--- config.mk ---
export PLATFORM = sky130hd
export DESIGN_NAME = pipe_stage_reg
export DESIGN_NICKNAME = d
export VERILOG_FILES = /design/src/rtl/pipe_stage_reg.sv
export SDC_FILE = /design/constraint.sdc
export NUM_CORES = 1
export LEC_CHECK = 0
export BUFFER_PORTS_ARGS = -buffer_cell sky130_fd_sc_hd__buf_2
export CAP_MARGIN = 10
export CORE_ASPECT_RATIO = 0.9
export CORE_MARGIN = 3
export CORE_UTILIZATION = 47
export DETAILED_ROUTE_END_ITERATION = 8
export PLACE_DENSITY = 0.75
export RECOVER_POWER = 100
export SLEW_MARGIN = 20
export SYNTH_ARGS = -nofsm -noshare
export SYNTH_HDL_FRONTEND = slang
export SYNTH_SLANG_ARGS = --single-unit
--- constraint.sdc ---
create_clock -name clk -period 1.3 [get_ports clk]
set_input_delay 0.13 -clock clk [delete_from_list [all_inputs] [get_ports clk]]
set_output_delay 0.13 -clock clk [all_outputs]
set_load 0.02 [all_outputs]
--- src/rtl/pipe_stage_reg.sv ---
// Pipeline stage register with valid/ready handshake, 2-entry skid buffer, flush and bubble insertion.
// Define PIPE_STAGE_REG_STALL_CNT_EN to add the saturating stall_cnt output.
module pipe_stage_reg #(
  parameter int                  INSTR_W   = 14,
  parameter int                  CTRL_W    = 18,
  parameter logic [INSTR_W-1:0]  NOP_INSTR = '0
) (
  input  logic               clk,
  input  logic               rst_n,
  input  logic               flush,
  input  logic               in_valid,
  output logic               in_ready,
  input  logic [INSTR_W-1:0] instruction_in,
  input  logic [CTRL_W-1:0]  ctrl_in,
  output logic               out_valid,
  input  logic               out_ready,
  output logic [INSTR_W-1:0] instruction_out,
  output logic [CTRL_W-1:0]  ctrl_out,
  output logic [1:0]         occupancy
`ifdef PIPE_STAGE_REG_STALL_CNT_EN
  ,
  output logic [15:0]        stall_cnt
`endif
);

  typedef struct packed {
    logic [INSTR_W-1:0] instr;
    logic [CTRL_W-1:0]  ctrl;
  } entry_t;

  typedef enum logic [1:0] {
    EMPTY = 2'd0,
    ONE   = 2'd1,
    FULL  = 2'd2
  } state_e;

  localparam entry_t BUBBLE = '{instr: NOP_INSTR, ctrl: '0};

  state_e state_q, state_d;
  entry_t main_q, main_d;
  entry_t skid_q, skid_d;
  entry_t in_entry;
  logic   accept, drain;

  // Handshake flags come from registered state only, so in_ready never depends on out_ready.
  assign in_ready        = (state_q != FULL);
  assign out_valid       = (state_q != EMPTY);
  assign occupancy       = state_q;
  assign instruction_out = main_q.instr;
  assign ctrl_out        = main_q.ctrl;
  assign in_entry        = '{instr: instruction_in, ctrl: ctrl_in};
  assign accept          = in_valid && in_ready;
  assign drain           = out_valid && out_ready;

  always_comb begin
    state_d = state_q;
    main_d  = main_q;
    skid_d  = skid_q;
    if (flush) begin
      state_d = EMPTY;
      main_d  = BUBBLE;
      skid_d  = BUBBLE;
    end else begin
      unique case (state_q)
        EMPTY: if (accept) begin
          state_d = ONE;
          main_d  = in_entry;
        end
        ONE: begin
          if (accept && !drain) begin
            state_d = FULL;
            skid_d  = in_entry;
          end else if (accept && drain) begin
            main_d  = in_entry;
          end else if (drain) begin
            state_d = EMPTY;
            main_d  = BUBBLE;
          end
        end
        FULL: if (drain) begin
          state_d = ONE;
          main_d  = skid_q;
          skid_d  = BUBBLE;
        end
        default: begin
          state_d = EMPTY;
          main_d  = BUBBLE;
          skid_d  = BUBBLE;
        end
      endcase
    end
  end

  always_ff @(posedge clk) begin
    if (!rst_n) begin
      state_q <= EMPTY;
      main_q  <= BUBBLE;
      skid_q  <= BUBBLE;
    end else begin
      state_q <= state_d;
      main_q  <= main_d;
      skid_q  <= skid_d;
    end
  end

`ifdef PIPE_STAGE_REG_STALL_CNT_EN
  logic [15:0] stall_cnt_q, stall_cnt_d;

  // Flush leaves the counter alone; only reset clears it.
  always_comb begin
    stall_cnt_d = stall_cnt_q;
    if (out_valid && !out_ready && (stall_cnt_q != 16'hFFFF))
      stall_cnt_d = stall_cnt_q + 16'd1;
  end

  always_ff @(posedge clk) begin
    if (!rst_n) stall_cnt_q <= '0;
    else        stall_cnt_q <= stall_cnt_d;
  end

  assign stall_cnt = stall_cnt_q;
`endif

endmodule

==> results of run 1 <==
-- logic make-up after synthesis --
family	after synthesis	synth area share (%)
DFF	66	47.8
AOI/OAI and AO/OA	70	21.0
buffers and inverters	34	6.02
and+or+nand+nor	143	25.2
-- cells in the mapped netlist (all sizes together) (2+ instances only) --
cell type,number
or2,2
a221o,32
dfxtp,66
nor2b,3
nand2,66
and3,33
inv,2
nand3,32
o21a,2
a31oi,32
nand2b,3
clkbuf,21
a21oi,2
buf,11
-- power by group through the flow --
stage                     combinational [mW]  clock [mW]  sequential, mW
final                                  0.505        2.01            2.09
after floorplan                        0.192           0            2.18
after global placement                 0.427           0            2.14
after detailed placement               0.433           0            2.14
after CTS                              0.439        2.01            2.09
after global routing                   0.535        2.11            2.10
-- registers in the layout, indices dropped and copies added, names as in the netlist --
signal / count
ctrl_out: 18
instruction_out: 14
occupancy: 2
skid_q: 32
-- critical path, cell delays in order (launching register included) --
cell and delay (ns):
dfxtp_4 0.37, buf_6 0.12, nor4bb_4 0.28, buf_6 0.19
clkbuf_16 0.17, nand2_1 0.05, a31oi_1 0.20
-- final timing paths --
check / end / slack (ns) / depth (start not counted)
max: skid_q[10]$_SDFFE_PP0P_ / -0.18 / 6
min: skid_q[31]$_SDFFE_PP0P_ / 0.04 / 3
max reg2reg: skid_q[10]$_SDFFE_PP0P_ / -0.18 / 6
min reg2reg: ctrl_out[5]$_SDFFE_PP0P_ / 0.48 / 1
-- metal layers --
layer	global-route usage [%]	part of all wire, %
met5	0	0
met3	8.40	9.3
met4	6.07	1.7
met2	36.2	47
met1	27.8	42
-- timing repair --
| item | 4_1_cts | 5_1_grt |
|---|---|---|
| endpoints found under the setup margin | 66 | 66 |
| gates resized for setup | 9 | 23 |
| setup buffers | 1 | 3 |
| gates cloned | 0 | 7 |
| pin swaps | 4 | 10 |
-- layout make-up --
class,instances,area share [%]
clock buffer,12,4.08
clock inverter,4,1.89
inverter,2,0.261
multi-input combinational,213,35.6
sequential,66,34.7
tap,67,2.19
timing repair buffer,104,21.2
-- stage by stage --
| step | area [um2] | cells |
|---|---|---|
| after global routing | 3830 | 468 |
| after CTS | 3570 | 458 |
| after detailed placement | 3310 | 441 |
| after global placement | 3310 | 441 |
| after floorplan | 2800 | 313 |
| final | 3830 | 468 |
==> impl_metrics.py, run 1 <==
metrics = {
    "critical_path": {
        "cp-end-kind": "flop",
        "worstPathMaxFanout": 7,
        "crit_type": "reg -> reg",
        "worst_ep_arrival_time_ns": 1.73,
        "worstSetupStartpoint": "occupancy[1]$_SDFFE_PP0P_",
        "timing.rr.start": "occupancy[1]$_SDFFE_PP0P_",
        "critPathRequiredTime_ns": 1.55,
        "start_kind": "flop",
    },
    "drt": {
        "routed_wl_mm": 8.76,
        "postRouteAntennaNets": 0,
        "vias": 2826,
        "wire_per_inst_um": 18.7,
        "drt_iter0_markers": 269,
        "drc": 0,
        "dr.pass1.iters": 5,
        "viasPerCell": 6.04,
    },
    "place": {
        "globalplace.congestion": 0.819,
        "place_worst_setup_slack_ns": -0.0764,
        "dp_hpwl_mm": 4.74,
        "io_buffer_count": 72,
    },
    "pwr": {
        "power_frac_comb_pct": 11.0,
        "p_leak_nw": 1.64,
        "irDropWorstVdd_v": 0.000944,
        "p_sw_share_pct": 24.4,
        "p_int_mw": 3.48,
        "powerDensity_nw_per_um2": 1200,
        "switchingPower_mw": 1.12,
        "p_seq_share_pct": 45.4,
        "power.share.clock_pct": 43.6,
        "total_power_mw": 4.61,
    },
    "timing": {
        "fin_ws_ns": -0.179,
        "fin_hold_ws_ns": 0.0401,
        "hold_viol": 0,
        "finalCritPeriodShare_pct": 114,
        "setup_tns_ns": -3.94,
        "max_slew_margin_pct": 75.9,
        "period_needed_ns": 1.48,
        "tightestPinTransition_ns": 0.362,
        "setup-violations-final": 66,
        "drv_slew": 0,
        "rsz0062_at_grt": "true",
        "skew_ns": 0.00582,
        "max_freq_ghz": 0.676,
    },
    "floorplanning": {
        "boundaryPins": 73,
        "fp.dieH_um": 78.8,
        "start_util_pct": 50.5,
        "core-area_um2": 5470,
        "dieArea_um2": 6840,
        "die_x_um": 86.9,
        "rows": 25,
    },
    "finish": {
        "nFillCells": 430,
        "final_common_cell": "buf_2",
        "utilization_pct": 70.0,
        "multi_input_area_um2": 1370,
        "final_cell_mix": "buf_2 (70), dfxtp_1 (64), nand2_1 (60)",
        "diodes": 0,
        "drive_above_1_share_pct": 34.4,
        "syn_to_final_growth_pct": 38.4,
        "sequential_cell_area_um2": 1330,
        "final_nets": 433,
    },
    "yosys": {
        "ys.flop_type": "dfxtp_1",
        "synth.largest_area_cell": "dfxtp_1",
        "synth_cell_types": 23,
        "seq_area_frac_synth_pct": 47.8,
        "netlist_top_cells_area": "dfxtp_1 (48%), a221o_1 (12%), nand2_1 (9.0%)",
        "avgSynthCellArea_um2": 8.84,
        "synth_top_cell_area_share_pct": 47.8,
        "netlist_area_um2": 2770,
        "ys_seq_elements": 66,
        "synth_edf_count": 0,
        "netlist_instances": 313,
        "yosysWarnings": 0,
        "async_flop_share_pct": 0,
        "syn_nets": 350,
    },
    "status": {
        "failed_checks": "setup timing",
        "outcome": "finished with violations",
    },
    "global_routing": {
        "grt-ovfl-total": 0,
        "grt_pass1_wl_mm": 12.2,
        "antenna_found_initial": 0,
        "grt_max_degree": 34,
        "grt_pass1_vias": 2531,
        "grtUsageTotal_pct": 22.4,
    },
    "clock_tree": {
        "cts_buffers": 9,
        "cts_hold_buf": 0,
        "cts_tree": "built",
        "cts_root_buf": "clkbuf_8",
        "clkSlewWorstSetupHoldPaths_ns": 0.07,
        "cts-htree-levels": 3,
        "clkSinkCount": 66,
        "clk_path_buf_depth": 2,
        "insertion_delay_ns": 0.35,
    },
    "job": {
        "maxCapViolCount": 0,
    },
    "worst_hold_path": {
        "holdCritStartpoint": "instruction_in[13]",
        "min_path_type": "in -> reg",
    },
}
Power figures use the tool's default switching activity.
==> run 2, diff against run 1 <==
CORE_UTILIZATION = 42   (was 47)
PLACE_DENSITY = 0.68   (was 0.75)
==> run 2 against run 1 <==
  * The flow still finishes with violations (setup timing)
  * Die area increased by 11%
  * Hold slack got worse by 0.0043 ns
  * Combinational power decreased by 4.4%
  * Routed wire length decreased by 5.6%
  * Register-to-register slack improved by 0.09 ns
  * Sequential power about the same
  * Non-clock buffer count decreased by 1
  * Clock power increased by 2%
  * Sequential cell count unchanged
  * Critical path depth decreased by 1
  * Largest power group unchanged
==> impl_metrics.py, run 2 (synthesis results as in run 1) <==
metrics = {
    "drt": {
        "routed_wl_mm": 8.27,
        "postRouteAntennaNets": 0,
        "wire_per_inst_um": 17.0,
        "drt_iter0_markers": 203,
        "vias": 2744,
        "dr.pass1.iters": 4,
        "drc": 0,
        "viasPerCell": 5.63,
    },
    "status": {
        "failed_checks": "setup timing",
        "outcome": "finished with violations",
    },
    "place": {
        "place_worst_setup_slack_ns": -0.0611,
        "place_inst": 460,
        "postPlaceCellArea_um2": 3300,
        "globalplace.congestion": 0.775,
        "dp_hpwl_mm": 4.77,
        "io_buffer_count": 72,
    },
    "critical_path": {
        "rrSetupSlack_ns": -0.09,
        "worst_ep_arrival_time_ns": 1.68,
        "crit_path_cell_trace": "or2_4, a311oi_4, buf_4, buf_6, a221o_1",
        "r2r_end": "instruction_out[11]$_SDFFE_PP0P_",
        "start_kind": "flop",
        "crit_type": "reg -> reg",
        "crit_buf_inv": 2,
        "crit_slowest_cell": "dfxtp_4",
        "worstPathMaxFanout": 7,
        "endpoint": "instruction_out[11]$_SDFFE_PP0P_",
        "cp-end-kind": "flop",
        "cp.depth": 5,
        "path_delay_family": "compound AO/OA/AOI/OAI gates",
        "cpPeakStageDelay_ns": 0.38,
        "ff2ff_path_depth": 5,
        "critPathRequiredTime_ns": 1.60,
        "timing.rr.start": "occupancy[0]$_SDFFE_PP0P_",
        "worstSetupStartpoint": "occupancy[0]$_SDFFE_PP0P_",
    },
    "pwr": {
        "p_seq_share_pct": 45.3,
        "powerDensity_nw_per_um2": 1210,
        "p_sw_share_pct": 23.7,
        "switchingPower_mw": 1.10,
        "power_frac_comb_pct": 10.4,
        "p_leak_nw": 1.63,
        "p_int_mw": 3.53,
        "irDropWorstVdd_v": 0.000848,
        "power.share.clock_pct": 44.3,
    },
    "floorplanning": {
        "boundaryPins": 73,
        "rows": 27,
        "die_x_um": 91.6,
        "fp.dieH_um": 83.0,
        "core-area_um2": 6250,
        "dieArea_um2": 7600,
        "start_util_pct": 44.3,
    },
    "global_routing": {
        "grt-ovfl-total": 0,
        "grt_pass1_wl_mm": 12.6,
        "grt_max_degree": 34,
        "grtUsageTotal_pct": 20.6,
        "antenna_found_initial": 0,
        "grt_pass1_vias": 2603,
    },
    "finish": {
        "diodes": 0,
        "syn_to_final_growth_pct": 38.0,
        "final_cell_mix": "buf_2 (69), dfxtp_1 (64), nand2_1 (62)",
        "largest_reg_flops": 32,
        "top_register": "skid_q",
        "layout.cells.non_filler": 487,
        "final_area_um2": 3820,
        "final_common_cell": "buf_2",
        "drive_above_1_share_pct": 33.5,
        "utilization_pct": 61.1,
        "final_nets": 432,
    },
    "timing": {
        "rsz0062_at_grt": "true",
        "finalCritPeriodShare_pct": 107,
        "max_slew_margin_pct": 76.8,
        "max_freq_ghz": 0.722,
        "fin_hold_ws_ns": 0.0358,
        "period_needed_ns": 1.39,
        "hold_viol": 0,
        "fin_ws_ns": -0.0853,
        "setup-violations-final": 66,
        "tightestPinTransition_ns": 0.348,
        "skew_ns": 0.00550,
        "drv_slew": 0,
    },
    "worst_hold_path": {
        "min_path_type": "in -> reg",
        "holdCritStartpoint": "instruction_in[10]",
    },
    "job": {
        "maxCapViolCount": 0,
    },
    "clock_tree": {
        "cts_hold_buf": 0,
        "cts_buffers": 9,
        "cts_root_buf": "clkbuf_8",
        "insertion_delay_ns": 0.35,
        "clk_path_buf_depth": 2,
        "cts-htree-levels": 3,
        "clkSlewWorstSetupHoldPaths_ns": 0.07,
        "clkSinkCount": 66,
        "cts_tree": "built",
    },
}
[run 2: changes by cell type in the layout (fill, tap and decap cells not counted), moves of 2 or more]
cell	delta
buf_12	-2
nand2_1	+2
nand2_2	-2
buf_8	+2
clkbuf_16	-2
[run 2: layout make-up]
type / count / area [um2]
fillers: 529 / 2430
multi-input cells: 213 / 1380
flip-flops and latches: 66 / 1330
repair buffers: 103 / 759
clock buffers: 13 / 170
well taps: 87 / 109
clock inverters: 3 / 68.8
inverters: 2 / 7.51
[run 2: worst min-delay path by stage]
stage	to	slack [ns]	depth (start not counted)
2_1_floorplan	skid_q[17]$_SDFFE_PP0P_	0.28	2
3_3_place_gp	skid_q[16]$_SDFFE_PP0P_	0.40	3
3_5_place_dp	occupancy[1]$_SDFFE_PP0P_	0.40	2
4_1_cts	skid_q[1]$_SDFFE_PP0P_	0.03	3
5_1_grt	skid_q[28]$_SDFFE_PP0P_	0.02	3
6_report	skid_q[28]$_SDFFE_PP0P_	0.04	3
[run 2: timing repair]
action,4_1_cts,5_1_grt
gates cloned,2,4
setup endpoints to repair,66,66
pin swaps,2,7
endpoints found under the hold margin,0,0
resized for setup,14,23
setup buffers,2,3
[run 2: power groups by stage]
stage          Combinational [mW]  Sequential (mW)  Clock, mW
2_1_floorplan               0.192             2.18          0
3_3_place_gp                0.421             2.14          0
3_5_place_dp                0.422             2.14          0
4_1_cts                     0.445             2.09       2.08
5_1_grt                     0.515             2.10       2.18
6_report                    0.483             2.09       2.05
[run 2: routing by layer]
metal / global-route usage, % / wire [um]
met5: 0 / 0
met4: 5.89 / 152
met3: 7.61 / 648
met2: 34.0 / 3920
met1: 25.1 / 3550
[run 2: worst reg2reg max path: stages (launching register included)]
cell      delay, ns
dfxtp_4        0.38
or2_4          0.24
a311oi_4       0.25
buf_4          0.19
buf_6          0.13
a221o_1        0.14
[run 2: through the flow]
| step | power, mW | TNS [ns] |
|---|---|---|
| 3_5_place_dp | 2.56 | -1.75 |
| 5_1_grt | 4.80 | -6.56 |
| 2_1_floorplan | 2.37 | -2.75 |
| 6_report | 4.63 | -2.94 |
| 3_3_place_gp | 2.56 | -0.689 |
| 4_1_cts | 4.62 | -1.79 |
